$ cat config.mk
export PLATFORM = sky130hd
export DESIGN_NAME = hazard_controller
export DESIGN_NICKNAME = d
export VERILOG_FILES = /design/src/rtl/riscv_cpu_pkg.sv /design/src/rtl/reg_scoreboard.sv /design/src/rtl/hazard_controller.sv
export SDC_FILE = /design/constraint.sdc
export NUM_CORES = 1
export LEC_CHECK = 0
export ABC_AREA = 1
export BUFFER_PORTS_ARGS = -buffer_cell sky130_fd_sc_hd__buf_2
export CORE_MARGIN = 1
export CORE_UTILIZATION = 61
export DETAILED_ROUTE_END_ITERATION = 12
export PLACE_DENSITY = 0.86
export SYNTH_ARGS = -nofsm -noshare
export SYNTH_HDL_FRONTEND = slang
export SYNTH_SLANG_ARGS = --single-unit
$ cat constraint.sdc
create_clock -name clk_i -period 3.97 [get_ports clk_i]
set_clock_uncertainty 0.15 [all_clocks]
set_input_delay 0.9925 -clock clk_i [delete_from_list [all_inputs] [get_ports clk_i]]
set_output_delay 0.9925 -clock clk_i [all_outputs]
set_load 0.005 [all_outputs]
$ cat src/rtl/riscv_cpu_pkg.sv
// rtl/riscv_cpu_pkg.sv - shared types for the pipeline hazard controller
package riscv_cpu_pkg;

    localparam int ADDR_WIDTH = 5;

    typedef enum logic [1:0] {
        FWD_NONE = 2'd0,
        FWD_EX   = 2'd1,
        FWD_MEM  = 2'd2,
        FWD_WB   = 2'd3
    } fwd_sel_e;

    typedef enum logic [1:0] {
        RUN       = 2'd0,
        HAZ_STALL = 2'd1,
        MEM_WAIT  = 2'd2
    } hc_state_e;

    // Youngest producer wins: EX, then MEM, then the register-file write in WB.
    function automatic fwd_sel_e fwd_select(
        input logic                  used,
        input logic [ADDR_WIDTH-1:0] src,
        input logic                  ex_fwd,
        input logic [ADDR_WIDTH-1:0] ex_rd,
        input logic                  mem_fwd,
        input logic [ADDR_WIDTH-1:0] mem_rd,
        input logic                  wb_fwd,
        input logic [ADDR_WIDTH-1:0] wb_rd
    );
        fwd_sel_e sel;
        sel = FWD_NONE;
        if (used && (src != '0)) begin
            if (ex_fwd && (ex_rd == src)) begin
                sel = FWD_EX;
            end else if (mem_fwd && (mem_rd == src)) begin
                sel = FWD_MEM;
            end else if (wb_fwd && (wb_rd == src)) begin
                sel = FWD_WB;
            end
        end
        return sel;
    endfunction

endpackage

$ cat src/rtl/reg_scoreboard.sv
// rtl/reg_scoreboard.sv - pending-write bitmap with set-wins update and two read ports
module reg_scoreboard
    import riscv_cpu_pkg::*;
#(
    parameter int NUM_REGS = 32
) (
    input  logic                  clk_i,
    input  logic                  rst_i,
    input  logic                  set_i,
    input  logic [ADDR_WIDTH-1:0] set_rd_i,
    input  logic                  clr_i,
    input  logic [ADDR_WIDTH-1:0] clr_rd_i,
    input  logic [ADDR_WIDTH-1:0] rs_a_i,
    input  logic [ADDR_WIDTH-1:0] rs_b_i,
    output logic                  pend_a_o,
    output logic                  pend_b_o
);

    logic [NUM_REGS-1:1] r_pending;

    always_ff @(posedge clk_i) begin
        for (int i = 1; i < NUM_REGS; i++) begin
            if (rst_i) begin
                r_pending[i] <= 1'b0;
            end else if (set_i && (set_rd_i == ADDR_WIDTH'(i))) begin
                r_pending[i] <= 1'b1;
            end else if (clr_i && (clr_rd_i == ADDR_WIDTH'(i))) begin
                r_pending[i] <= 1'b0;
            end
        end
    end

    // A register being written back this cycle already reads as clean.
    assign pend_a_o = (rs_a_i != '0) && r_pending[rs_a_i] && !(clr_i && (clr_rd_i == rs_a_i));
    assign pend_b_o = (rs_b_i != '0) && r_pending[rs_b_i] && !(clr_i && (clr_rd_i == rs_b_i));

endmodule

$ cat src/rtl/hazard_controller.sv
// rtl/hazard_controller.sv - RAW hazard, stall/flush/issue and forwarding control; RISCV_CPU_FWD_EN enables bypassing
module hazard_controller
    import riscv_cpu_pkg::*;
#(
    parameter int NUM_REGS  = 32,
    parameter int CNT_WIDTH = 32
) (
    input  logic                  clk_i,
    input  logic                  rst_i,
    input  logic                  id_valid_i,
    input  logic [ADDR_WIDTH-1:0] id_rs1_i,
    input  logic [ADDR_WIDTH-1:0] id_rs2_i,
    input  logic                  id_rs1_used_i,
    input  logic                  id_rs2_used_i,
    input  logic [ADDR_WIDTH-1:0] id_rd_i,
    input  logic                  id_we_i,
    input  logic                  id_is_load_i,
    input  logic                  ex_jump_i,
    input  logic                  lsu_busy_i,
    input  logic                  wb_valid_i,
    input  logic                  wb_we_i,
    input  logic [ADDR_WIDTH-1:0] wb_rd_i,
    output logic                  issue_o,
    output logic                  stall_if_o,
    output logic                  stall_id_o,
    output logic                  stall_ex_o,
    output logic                  flush_if_o,
    output logic                  flush_id_o,
    output fwd_sel_e              fwd_a_o,
    output fwd_sel_e              fwd_b_o,
    output logic [CNT_WIDTH-1:0]  stall_cnt_o
);

`ifdef RISCV_CPU_FWD_EN
    localparam bit FWD_EN = 1'b1;
`else
    localparam bit FWD_EN = 1'b0;
`endif

    logic                  r_ex_v, r_ex_we, r_ex_ld;
    logic [ADDR_WIDTH-1:0] r_ex_rd;
    logic                  r_mem_v, r_mem_we;
    logic [ADDR_WIDTH-1:0] r_mem_rd;
    hc_state_e             r_state, w_state_nxt;
    logic [CNT_WIDTH-1:0]  r_stall_cnt;

    logic     w_wb_wr, w_sb_set;
    logic     w_pend_a, w_pend_b, w_lu_a, w_lu_b, w_haz_a, w_haz_b, w_hazard;
    fwd_sel_e w_fwd_a, w_fwd_b;

    assign w_wb_wr  = wb_valid_i && wb_we_i;
    assign w_sb_set = issue_o && id_we_i && (id_rd_i != '0);

    reg_scoreboard #(
        .NUM_REGS (NUM_REGS)
    ) u_scoreboard (
        .clk_i    (clk_i),
        .rst_i    (rst_i),
        .set_i    (w_sb_set),
        .set_rd_i (id_rd_i),
        .clr_i    (w_wb_wr),
        .clr_rd_i (wb_rd_i),
        .rs_a_i   (id_rs1_i),
        .rs_b_i   (id_rs2_i),
        .pend_a_o (w_pend_a),
        .pend_b_o (w_pend_b)
    );

    // With bypassing only a load still in EX cannot feed its consumer in time.
    assign w_lu_a   = r_ex_v && r_ex_ld && (r_ex_rd == id_rs1_i);
    assign w_lu_b   = r_ex_v && r_ex_ld && (r_ex_rd == id_rs2_i);
    assign w_haz_a  = id_valid_i && id_rs1_used_i && (id_rs1_i != '0) && (FWD_EN ? w_lu_a : w_pend_a);
    assign w_haz_b  = id_valid_i && id_rs2_used_i && (id_rs2_i != '0) && (FWD_EN ? w_lu_b : w_pend_b);
    assign w_hazard = w_haz_a || w_haz_b;

    assign w_fwd_a = fwd_select(id_rs1_used_i, id_rs1_i,
                                r_ex_v && r_ex_we && !r_ex_ld, r_ex_rd,
                                r_mem_v && r_mem_we, r_mem_rd,
                                w_wb_wr, wb_rd_i);
    assign w_fwd_b = fwd_select(id_rs2_used_i, id_rs2_i,
                                r_ex_v && r_ex_we && !r_ex_ld, r_ex_rd,
                                r_mem_v && r_mem_we, r_mem_rd,
                                w_wb_wr, wb_rd_i);

    assign fwd_a_o = (FWD_EN && !rst_i) ? w_fwd_a : FWD_NONE;
    assign fwd_b_o = (FWD_EN && !rst_i) ? w_fwd_b : FWD_NONE;

    always_comb begin
        w_state_nxt = RUN;
        issue_o     = 1'b0;
        stall_if_o  = 1'b0;
        stall_id_o  = 1'b0;
        stall_ex_o  = 1'b0;
        flush_if_o  = 1'b0;
        flush_id_o  = 1'b0;
        if (rst_i) begin
            flush_if_o = 1'b1;
            flush_id_o = 1'b1;
        end else if (lsu_busy_i) begin
            w_state_nxt = MEM_WAIT;
            stall_if_o  = 1'b1;
            stall_id_o  = 1'b1;
            stall_ex_o  = 1'b1;
        end else if (ex_jump_i) begin
            flush_if_o = 1'b1;
            flush_id_o = 1'b1;
        end else if (w_hazard) begin
            w_state_nxt = HAZ_STALL;
            stall_if_o  = 1'b1;
            stall_id_o  = 1'b1;
            flush_id_o  = 1'b1;
        end else begin
            issue_o = id_valid_i;
        end
    end

    always_ff @(posedge clk_i) begin
        if (rst_i) begin
            r_ex_v   <= 1'b0;
            r_ex_we  <= 1'b0;
            r_ex_ld  <= 1'b0;
            r_ex_rd  <= '0;
            r_mem_v  <= 1'b0;
            r_mem_we <= 1'b0;
            r_mem_rd <= '0;
        end else begin
            if (issue_o) begin
                r_ex_v  <= 1'b1;
                r_ex_we <= id_we_i;
                r_ex_ld <= id_is_load_i;
                r_ex_rd <= id_rd_i;
            end else if (!stall_ex_o) begin
                r_ex_v <= 1'b0;
            end
            if (!stall_ex_o) begin
                r_mem_v  <= r_ex_v;
                r_mem_we <= r_ex_we;
                r_mem_rd <= r_ex_rd;
            end
        end
    end

    // Every non-RUN state was entered through a cycle with stall_id_o high.
    always_ff @(posedge clk_i) begin
        if (rst_i) begin
            r_state     <= RUN;
            r_stall_cnt <= '0;
        end else begin
            r_state <= w_state_nxt;
            if (r_state != RUN) begin
                r_stall_cnt <= r_stall_cnt + CNT_WIDTH'(1);
            end
        end
    end

    assign stall_cnt_o = r_stall_cnt;

endmodule

; Yosys cells after proc, flatten, opt, wreduce, memory -nomap -nowiden
; Cells that the tools add are included.
[totals]
reg_bits = 65
inputBits = 31
out_inout_bits = 42
[classes]
n_addsub = 1
magnitude_cmp = 2
n_eq_ne = 64
n_mux = 85
reduce_logical = 116
[op_table]
columns = op, n
row1 = == test 5 bit (second input constant), 32
row2 = 2-to-1 mux 1 bit, 82
row3 = == test 5 x 4 -> 1 bit (second input constant), 16
row4 = logical AND 1 bit, 77
row5 = nonzero test 2 bit, 32
row6 = == test 5 x 3 -> 1 bit (second input constant), 8
row7 = adder 32 x 1 -> 32 bit (second input constant), 1
row8 = == test 5 x 2 -> 1 bit (second input constant), 4
row9 = nonzero test 5 bit, 3
row10 = < comparator 5 x 6 -> 1 bit (second input constant), 2
row11 = binary-select mux 1 bit (select 5 bit), 2
row12 = == test 5 x 1 -> 1 bit (second input constant), 2
row13 = == test 5 bit, 2
row14 = OR reduction 3 bit, 1
row15 = logical NOT 1 bit, 2
row16 = 2-to-1 mux 2 bit, 1
row17 = logical OR 1 bit, 1

; Logic depth before layout (Yosys ltp)
; Gate-level depths: netlist of run 1.
[depth]
word_depth = 14
depth_mapped = 16
mapped_depth_nobuf = 14

; By module
; From an unflattened synthesis of run 1, not the netlist that was laid out.
[hier_totals]
cells_unflattened = 704
hier_area_um2 = 4180.3
[modules_own_cells]
columns = module, instances, cells_per_inst, area_each_um2, seq_area_each_um2
row1 = reg_scoreboard, 1, 399, 2210.9, 620.6
row2 = hazard_controller, 1, 305, 1969.4, 680.7

; Worst setup path before layout of run 1
; No wires, ideal clock.
[synth_path]
path_kind = input -> output
from = input port id_rs2_i[1]
to = output port stall_if_o
arrival_time_ns = 2.176
t_required_ns = 2.828
setup_slack_ns = 0.652
path_stages = 11
n_path_buf = 2
cell_sequence = buf_2 nor2_1 nand2_1 a21boi_0 nor2_1 nand2_1 nand3_2 nand2_2 nand2_1 o21ai_0 buf_4
[synth_between]
elab_chain_cells = 10
word_cells_on_any_way = 15
[synth_rtl]
columns = element, line_no
row1 = from (decl), hazard_controller.sv:12  ; input logic [ADDR_WIDTH-1:0] id_rs2_i,
row2 = binary-select mux 1 bit (select 5 bit) or == test 5 bit (tied branches), reg_scoreboard.sv:35  ; assign pend_b_o = (rs_b_i != '0) && r_pending[rs_b_i] && !(clr_i && (clr_rd_i == rs_b_i));
row3 = 2-to-1 mux 1 bit (implied by the code) or logical AND 1 bit (tied branches), reg_scoreboard.sv:35
row4 = logical AND 1 bit or logical NOT 1 bit (tied branches), reg_scoreboard.sv:35
row5 = logical AND 1 bit, reg_scoreboard.sv:35
row6 = logical AND 1 bit *, hazard_controller.sv:73  ; assign w_haz_b = id_valid_i && id_rs2_used_i && (id_rs2_i != '0) && (FWD_EN ? w_lu_b : w_pend_b);
row7 = logical OR 1 bit *, hazard_controller.sv:74  ; assign w_hazard = w_haz_a || w_haz_b;
row8 = 2-to-1 mux 1 bit * (4 in a row), -
row9 = to (decl), hazard_controller.sv:24  ; output logic stall_if_o,
; Every way passes the cells marked *; elsewhere a longest branch is shown, timed or not. The select of a mux whose other input is x is not followed.

; Worst setup path after layout of run 1
[layout_path]
from = input port id_rs2_i[0]
to = output port stall_id_o
[layout_between]
elab_chain_cells = 10
word_cells_on_any_way = 15
[layout_rtl]
columns = element, line_no
row1 = binary-select mux 1 bit (select 5 bit) or == test 5 bit (tied branches), reg_scoreboard.sv:35
row2 = 2-to-1 mux 1 bit (implied by the code) or logical AND 1 bit (tied branches), reg_scoreboard.sv:35
row3 = logical AND 1 bit or logical NOT 1 bit (tied branches), reg_scoreboard.sv:35
row4 = logical AND 1 bit, reg_scoreboard.sv:35
row5 = logical AND 1 bit *, hazard_controller.sv:73
row6 = logical OR 1 bit *, hazard_controller.sv:74
row7 = 2-to-1 mux 1 bit *, hazard_controller.sv:107  ; end else if (w_hazard) begin
row8 = 2-to-1 mux 1 bit *, hazard_controller.sv:104  ; end else if (ex_jump_i) begin
row9 = 2-to-1 mux 1 bit *, hazard_controller.sv:99  ; end else if (lsu_busy_i) begin
row10 = 2-to-1 mux 1 bit *, hazard_controller.sv:96  ; if (rst_i) begin
row11 = to (decl), hazard_controller.sv:25  ; output logic stall_id_o,
; Marked as above.

==> flow_metrics.tcl, run 1 <==
set metrics [dict create \
    synth_edf_count 0 \
    htreeDepth 3 \
    drc 0 \
    yosys.area_share.simple 0.405 \
    layout.nets 772 \
    cts-root-buf "clkbuf_8" \
    post-route-period-util 0.910 \
    drv_slew 0 \
    ant_nets 0 \
    grt_usage 0.328 \
    setup_violations 0 \
    worstPathRequired_ps 2830 \
    final_cell_area_um2 4670 \
    slowest_delay_ps 240 \
    port_buffers 67 \
    cts_tree "done" \
    path_clk_slew_ps 70 \
    grt_pass1_wl_mm 19.0 \
    final_util 0.720 \
    avgViaCountPerCell 5.78 \
    critical_path.top_delay_family "simple AND/OR/NAND/NOR gates" \
    fp.dieH_um 85.1 \
    worstPathMaxFanout 16 \
    synthMuxAreaShare 0 \
    synth_adder_area_share 0.00297 \
    synth-main-ff-cell "dfxtp_1" \
    synth_seq_cells 65 \
    endpoint_kind "output pin" \
    ys_warn_count 0 \
    maxCapViolCount 0 \
    grt_overflow 0 \
    tightest_slew_ps 640 \
    start_util 0.649 \
    place.gp.congestion 0.958 \
    antenna_found_initial 0 \
    crit_chain "clkbuf_4 -> inv_6 -> nor2_1 -> nand2_1 -> a21boi_0 -> nor2_1 -> nand2_1 -> nand3_2 -> nand2_2 -> nand2_1 -> o21ai_0 -> buf_2" \
    grt_pass1_vias 4190 \
    yosys.area_share.xor_xnor 0.0166 \
    dp_cells 806 \
    path_class "primary input to output pin" \
    stdcell_count 822 \
    cpMostUsedCell "nand2_1" \
    hold_class "flop to flop" \
    core_area_um2 6490 \
    antenna_cells 0 \
    ir_worst_vdd_mv 0.227 \
    synth_area_um2 4210 \
    rsz0062_at_grt "no" \
    routed_wl_mm 11.6 \
    synth_top_family_by_area "simple AND/OR/NAND/NOR gates" \
    p_leak_nw 1.98 \
    cp.buffers_inverters 3 \
    wl_per_cell_um 14.1 \
    synthDistinctLibCells 40 \
    areaGrowthSynthToFinish_pct 10.9 \
    max_freq_mhz 277 \
    hold_viol 0 \
    postPlaceCellArea_um2 4470 \
    n_fill_cell 575 \
    drt_iter0_drc 360 \
    ys_seq_area_frac 0.309 \
    ios 73 \
    die_x_um 85.1 \
    async_flop_share 0 \
    worstPathArrival_ps 2470 \
    period_minus_slack_ps 3610 \
    cts_buffer_depth 2 \
    relSlewSlack 0.572 \
    firstDrtPassIters 7 \
    cts_sinks 65 \
    num_rows 29 \
    hpwlAfterDp_mm 8.58 \
    p_per_area_nw_per_um2 299 \
    fin_ws_ps 356 \
    setup_tns_ps 0 \
    drive_above_1_share 0.140 \
    clk_latency_ps 350 \
    grt_start_max_net_pins 51 \
    syn-instance-count 687 \
    place_ws_ps 295 \
    numCtsBuffers 9 \
    syn_avg_cell_area_um2 6.13 \
    cpMaxStageDelayCell "clkbuf_4" \
    dieArea_um2 7240 \
    startpoint_type "primary input" \
    status "completed" \
    synth-compound-area-share 0.123 \
    vias 4753 \
]
==> what timing repair did <==
item / 4_1_cts / 5_1_grt
hold buffers: 0 / 0
buffers inserted: 0 / 0
resized for setup: 0 / 1
endpoints found under the setup margin: 0 / 2
==> tightest hold or removal path, cell delays in order, from the launching register on <==
cell	delay, ps
dfxtp_1	310
nand2_1	60
a21oi_1	50
==> Yosys cell counts (2+ instances only) <==
cell type,number,area share
nand3_2,4,0.0095
o21ai_1,2,0.0024
buf_2,8,0.0095
xor2_1,8,0.017
clkbuf_1,9,0.0080
buf_6,7,0.019
nor3b_1,2,0.0036
o21bai_1,2,0.0036
o21ai_0,24,0.029
nor2_1,95,0.085
nor4_1,3,0.0045
o22ai_1,2,0.0030
buf_4,7,0.012
nand2_2,4,0.0059
a21oi_1,55,0.065
nand3_1,50,0.059
nand2_1,168,0.15
dfxtp_1,65,0.31
nand4_1,44,0.065
a211oi_1,2,0.0036
nor3_1,12,0.014
inv_1,93,0.083
o21a_1,4,0.0071
==> registers in the layout (all words and copies together) (netlist names) <==
signal                  count
stall_cnt_o                32
r_state                     2
u_scoreboard.r_pending     31
==> per-layer routing <==
| layer | routed length, µm | part of all wire | vias up | global-route usage |
|---|---|---|---|---|
| met1 | 5140 | 0.44 | 2158 | 0.470 |
| li1 | - | - | 2335 | - |
| met3 | 1270 | 0.11 | 12 | 0.0768 |
| met2 | 5100 | 0.44 | 248 | 0.501 |
| met4 | 92 | 0.0079 | 0 | 0.0786 |
| met5 | 0 | 0 | - | 0 |
==> final timing paths <==
path,start,endpoint,slack (ps),depth (start not counted)
worst max register to register,stall_cnt_o[0],stall_cnt_o[28],1810,10
worst min-delay path,u_scoreboard.r_pending[30],u_scoreboard.r_pending[30],320,2
worst max-delay path,id_rs2_i[0],stall_id_o,360,12
worst min register to register,u_scoreboard.r_pending[30],u_scoreboard.r_pending[30],320,2
==> kinds of logic (layout without fill, tap and decap cells) <==
logic type	after synthesis	in the layout
AND/OR/NAND/NOR	386	386
buffers and inverters	130	185
AO/OA/AOI/OAI	96	96
flip-flops	65	65
XOR/XNOR	8	8
adder cells (fa/ha/maj)	1	1
other	1	4
==> through the flow <==
step	power, mW	hold WS [ps]
after floorplan	0.795	294
after global placement	0.833	302
after detailed placement	0.837	308
after CTS	1.40	318
after global routing	1.46	338
final	1.40	315
==> cell type report <==
class	instances	area, µm²	share of cell area
Sequential cell	65	1300	0.278
Tap cell	77	96.3	0.0206
Clock inverter	6	66.3	0.0142
Timing Repair Buffer	73	383	0.0819
Multi-Input combinational cell	495	2320	0.497
Clock buffer	10	138	0.0294
Inverter	96	368	0.0787
==> cell usage in the layout, fill, tap and decap left out, types with 3 or more instances in the layout <==
cell	synthesis	routed
buf_2	8	66
a21oi_1	55	55
nand2_1	168	168
nand2_2	4	4
o21ai_0	24	24
nand3_2	4	4
nor3_1	12	12
xor2_1	8	8
nor4_1	3	3
nor2_1	95	95
inv_1	93	93
conb_1	1	4
clkbuf_8	0	10
buf_4	7	6
nand4_1	44	44
dfxtp_1	65	65
nand3_1	50	50
o21a_1	4	4
==> power by group <==
group / total, mW / leakage (nW) / switching, mW / internal (mW)
registers: 0.657 / 0.524 / 0.00234 / 0.654
clock network: 0.571 / 0.107 / 0.262 / 0.309
logic: 0.170 / 1.35 / 0.119 / 0.0511
total: 1.40 / 1.98 / 0.383 / 1.01
Power figures use the tool's default switching activity.
==> run 2: changes to the inputs <==
Settings changed: CORE_UTILIZATION 61 to 55, PLACE_DENSITY 0.86 to 0.79.
==> run 2 against run 1 <==
Compared with the run above:
- final area rose by 0.21%
- highest routed layer unchanged
- core utilization fell by 8.1 points
- count of clock-buffer cells in the layout did not move
- first-iteration DRC count rose by 11%
- clock power rose by 0.9%
- non-clock buffer count fell by 2
- critical path depth did not move
- die area rose by 11%
- global-route usage fell by 3.4 points
- sequential power barely moved
- via count fell by 1.5%
- routed wire length rose by 0.69%
==> flow_metrics.tcl, run 2 (same netlist as run 1, synthesis figures left out) <==
set metrics [dict create \
    cts-root-buf "clkbuf_8" \
    worstPathMaxFanout 16 \
    clk_latency_ps 350 \
    rsz0062_at_grt "no" \
    start_util 0.575 \
    setup_tns_ps 0 \
    num_rows 31 \
    grt_pass1_vias 3859 \
    fin_ws_ps 277 \
    setup_violations 0 \
    grtUsageMet1 0.425 \
    place_ws_ps 295 \
    port_buffers 67 \
    vias 4684 \
    fp.dieH_um 89.5 \
    cts_sinks 65 \
    status "completed" \
    ant_nets 0 \
    worstPathArrival_ps 2550 \
    startpoint_type "primary input" \
    p_per_area_nw_per_um2 299 \
    total_power_mw 1.40 \
    p_leak_nw 1.97 \
    dieArea_um2 8020 \
    cts_tree "done" \
    grt_start_max_net_pins 51 \
    hold_class "flop to flop" \
    cts_buffer_depth 2 \
    die_x_um 89.5 \
    switching_share 0.277 \
    tightest_slew_ps 1080 \
    wl_per_cell_um 13.9 \
    ios 73 \
    mostFrequentLayoutCells "nand2_1 (168), nor2_1 (95), inv_1 (93)" \
    layout.nets 770 \
    grt_pass1_wl_mm 18.1 \
    path_clk_slew_ps 70 \
    pwr-share-comb 0.120 \
    routed_wl_mm 11.7 \
    hpwlAfterDp_mm 8.53 \
    met3_usage 0.0600 \
    clkPwrFrac 0.411 \
    htreeDepth 3 \
    avgViaCountPerCell 5.56 \
    place.gp.congestion 0.920 \
    ir_worst_vdd_mv 0.198 \
    internal_power_mw 1.01 \
    top_usage_layer "met2" \
    cts_hold_buf 0 \
    grt_overflow 0 \
    n_fill_cell 697 \
    largest_register_ffs 32 \
    postCtsSetupBuffers 0 \
    post-route-period-util 0.930 \
    maxCapViolCount 0 \
    final_util 0.639 \
    drc 0 \
    antenna_found_initial 0 \
    drv_slew 0 \
    firstDrtPassIters 5 \
    areaGrowthSynthToFinish_pct 11.2 \
    switching_power_uw 388 \
    numCtsBuffers 9 \
    period_minus_slack_ps 3690 \
    p_seq_frac 0.469 \
    worstPathRequired_ps 2830 \
    grtUsageMet2 0.432 \
    grt_usage 0.294 \
    hold_viol 0 \
    mostFrequentLayoutCell "nand2_1" \
    endpoint_kind "output pin" \
    max_freq_mhz 271 \
    drive_above_1_share 0.137 \
    antenna_cells 0 \
    cts_resized 0 \
    core_area_um2 7330 \
    path_class "primary input to output pin" \
    relSlewSlack 0.279 \
    drt_iter0_drc 399 \
]
## run 2: metrics by stage
stage | instance area (µm²) | hold WS (ps) | std cells
after floorplan | 4230 | 294 | 690
after global placement | 4480 | 303 | 826
after detailed placement | 4480 | 306 | 826
after CTS | 4680 | 316 | 842
after global routing | 4680 | 341 | 842
final | 4680 | 323 | 842
## run 2: per-layer routing
layer	up-vias	share of wire
met5	-	0
met4	0	0.014
met3	19	0.094
met2	239	0.43
met1	2109	0.47
li1	2317	-
## run 2: worst max-delay path, stage by stage
cell and delay, ps:
buf_2 300, inv_6 130, nor2_1 220, nand2_1 70
a21boi_0 180, nor2_1 70, nand2_1 70, nand3_2 80
nand2_2 110, nand2_1 70, o21ai_0 100, buf_2 150
## run 2: layout make-up
| type | instances | area [µm²] | area share |
|---|---|---|---|
| Clock buffer | 10 | 138 | 0.0294 |
| Sequential cell | 65 | 1300 | 0.278 |
| Tap cell | 99 | 124 | 0.0264 |
| Inverter | 96 | 368 | 0.0785 |
| Clock inverter | 6 | 66.3 | 0.0142 |
| Timing Repair Buffer | 71 | 365 | 0.0780 |
| Multi-Input combinational cell | 495 | 2320 | 0.496 |
## run 2: path summary, 6_finish.rpt
path | from | end | slack [ps] | cells after the start
worst max-delay path | id_rs2_i[0] | stall_id_o | 280 | 12
worst min-delay path | u_scoreboard.r_pending[26] | u_scoreboard.r_pending[26] | 320 | 2
worst max register to register | stall_cnt_o[0] | stall_cnt_o[28] | 1840 | 10
worst min register to register | u_scoreboard.r_pending[26] | u_scoreboard.r_pending[26] | 320 | 2
## run 2: power by group through the flow
stage                     clock network (mW)  logic (mW)  registers (mW)
final                                  0.576       0.168           0.657
after global routing                   0.608       0.186           0.657
after CTS                              0.579       0.165           0.657
after detailed placement                   0       0.163           0.672
after global placement                     0       0.160           0.672
after floorplan                            0       0.124           0.672
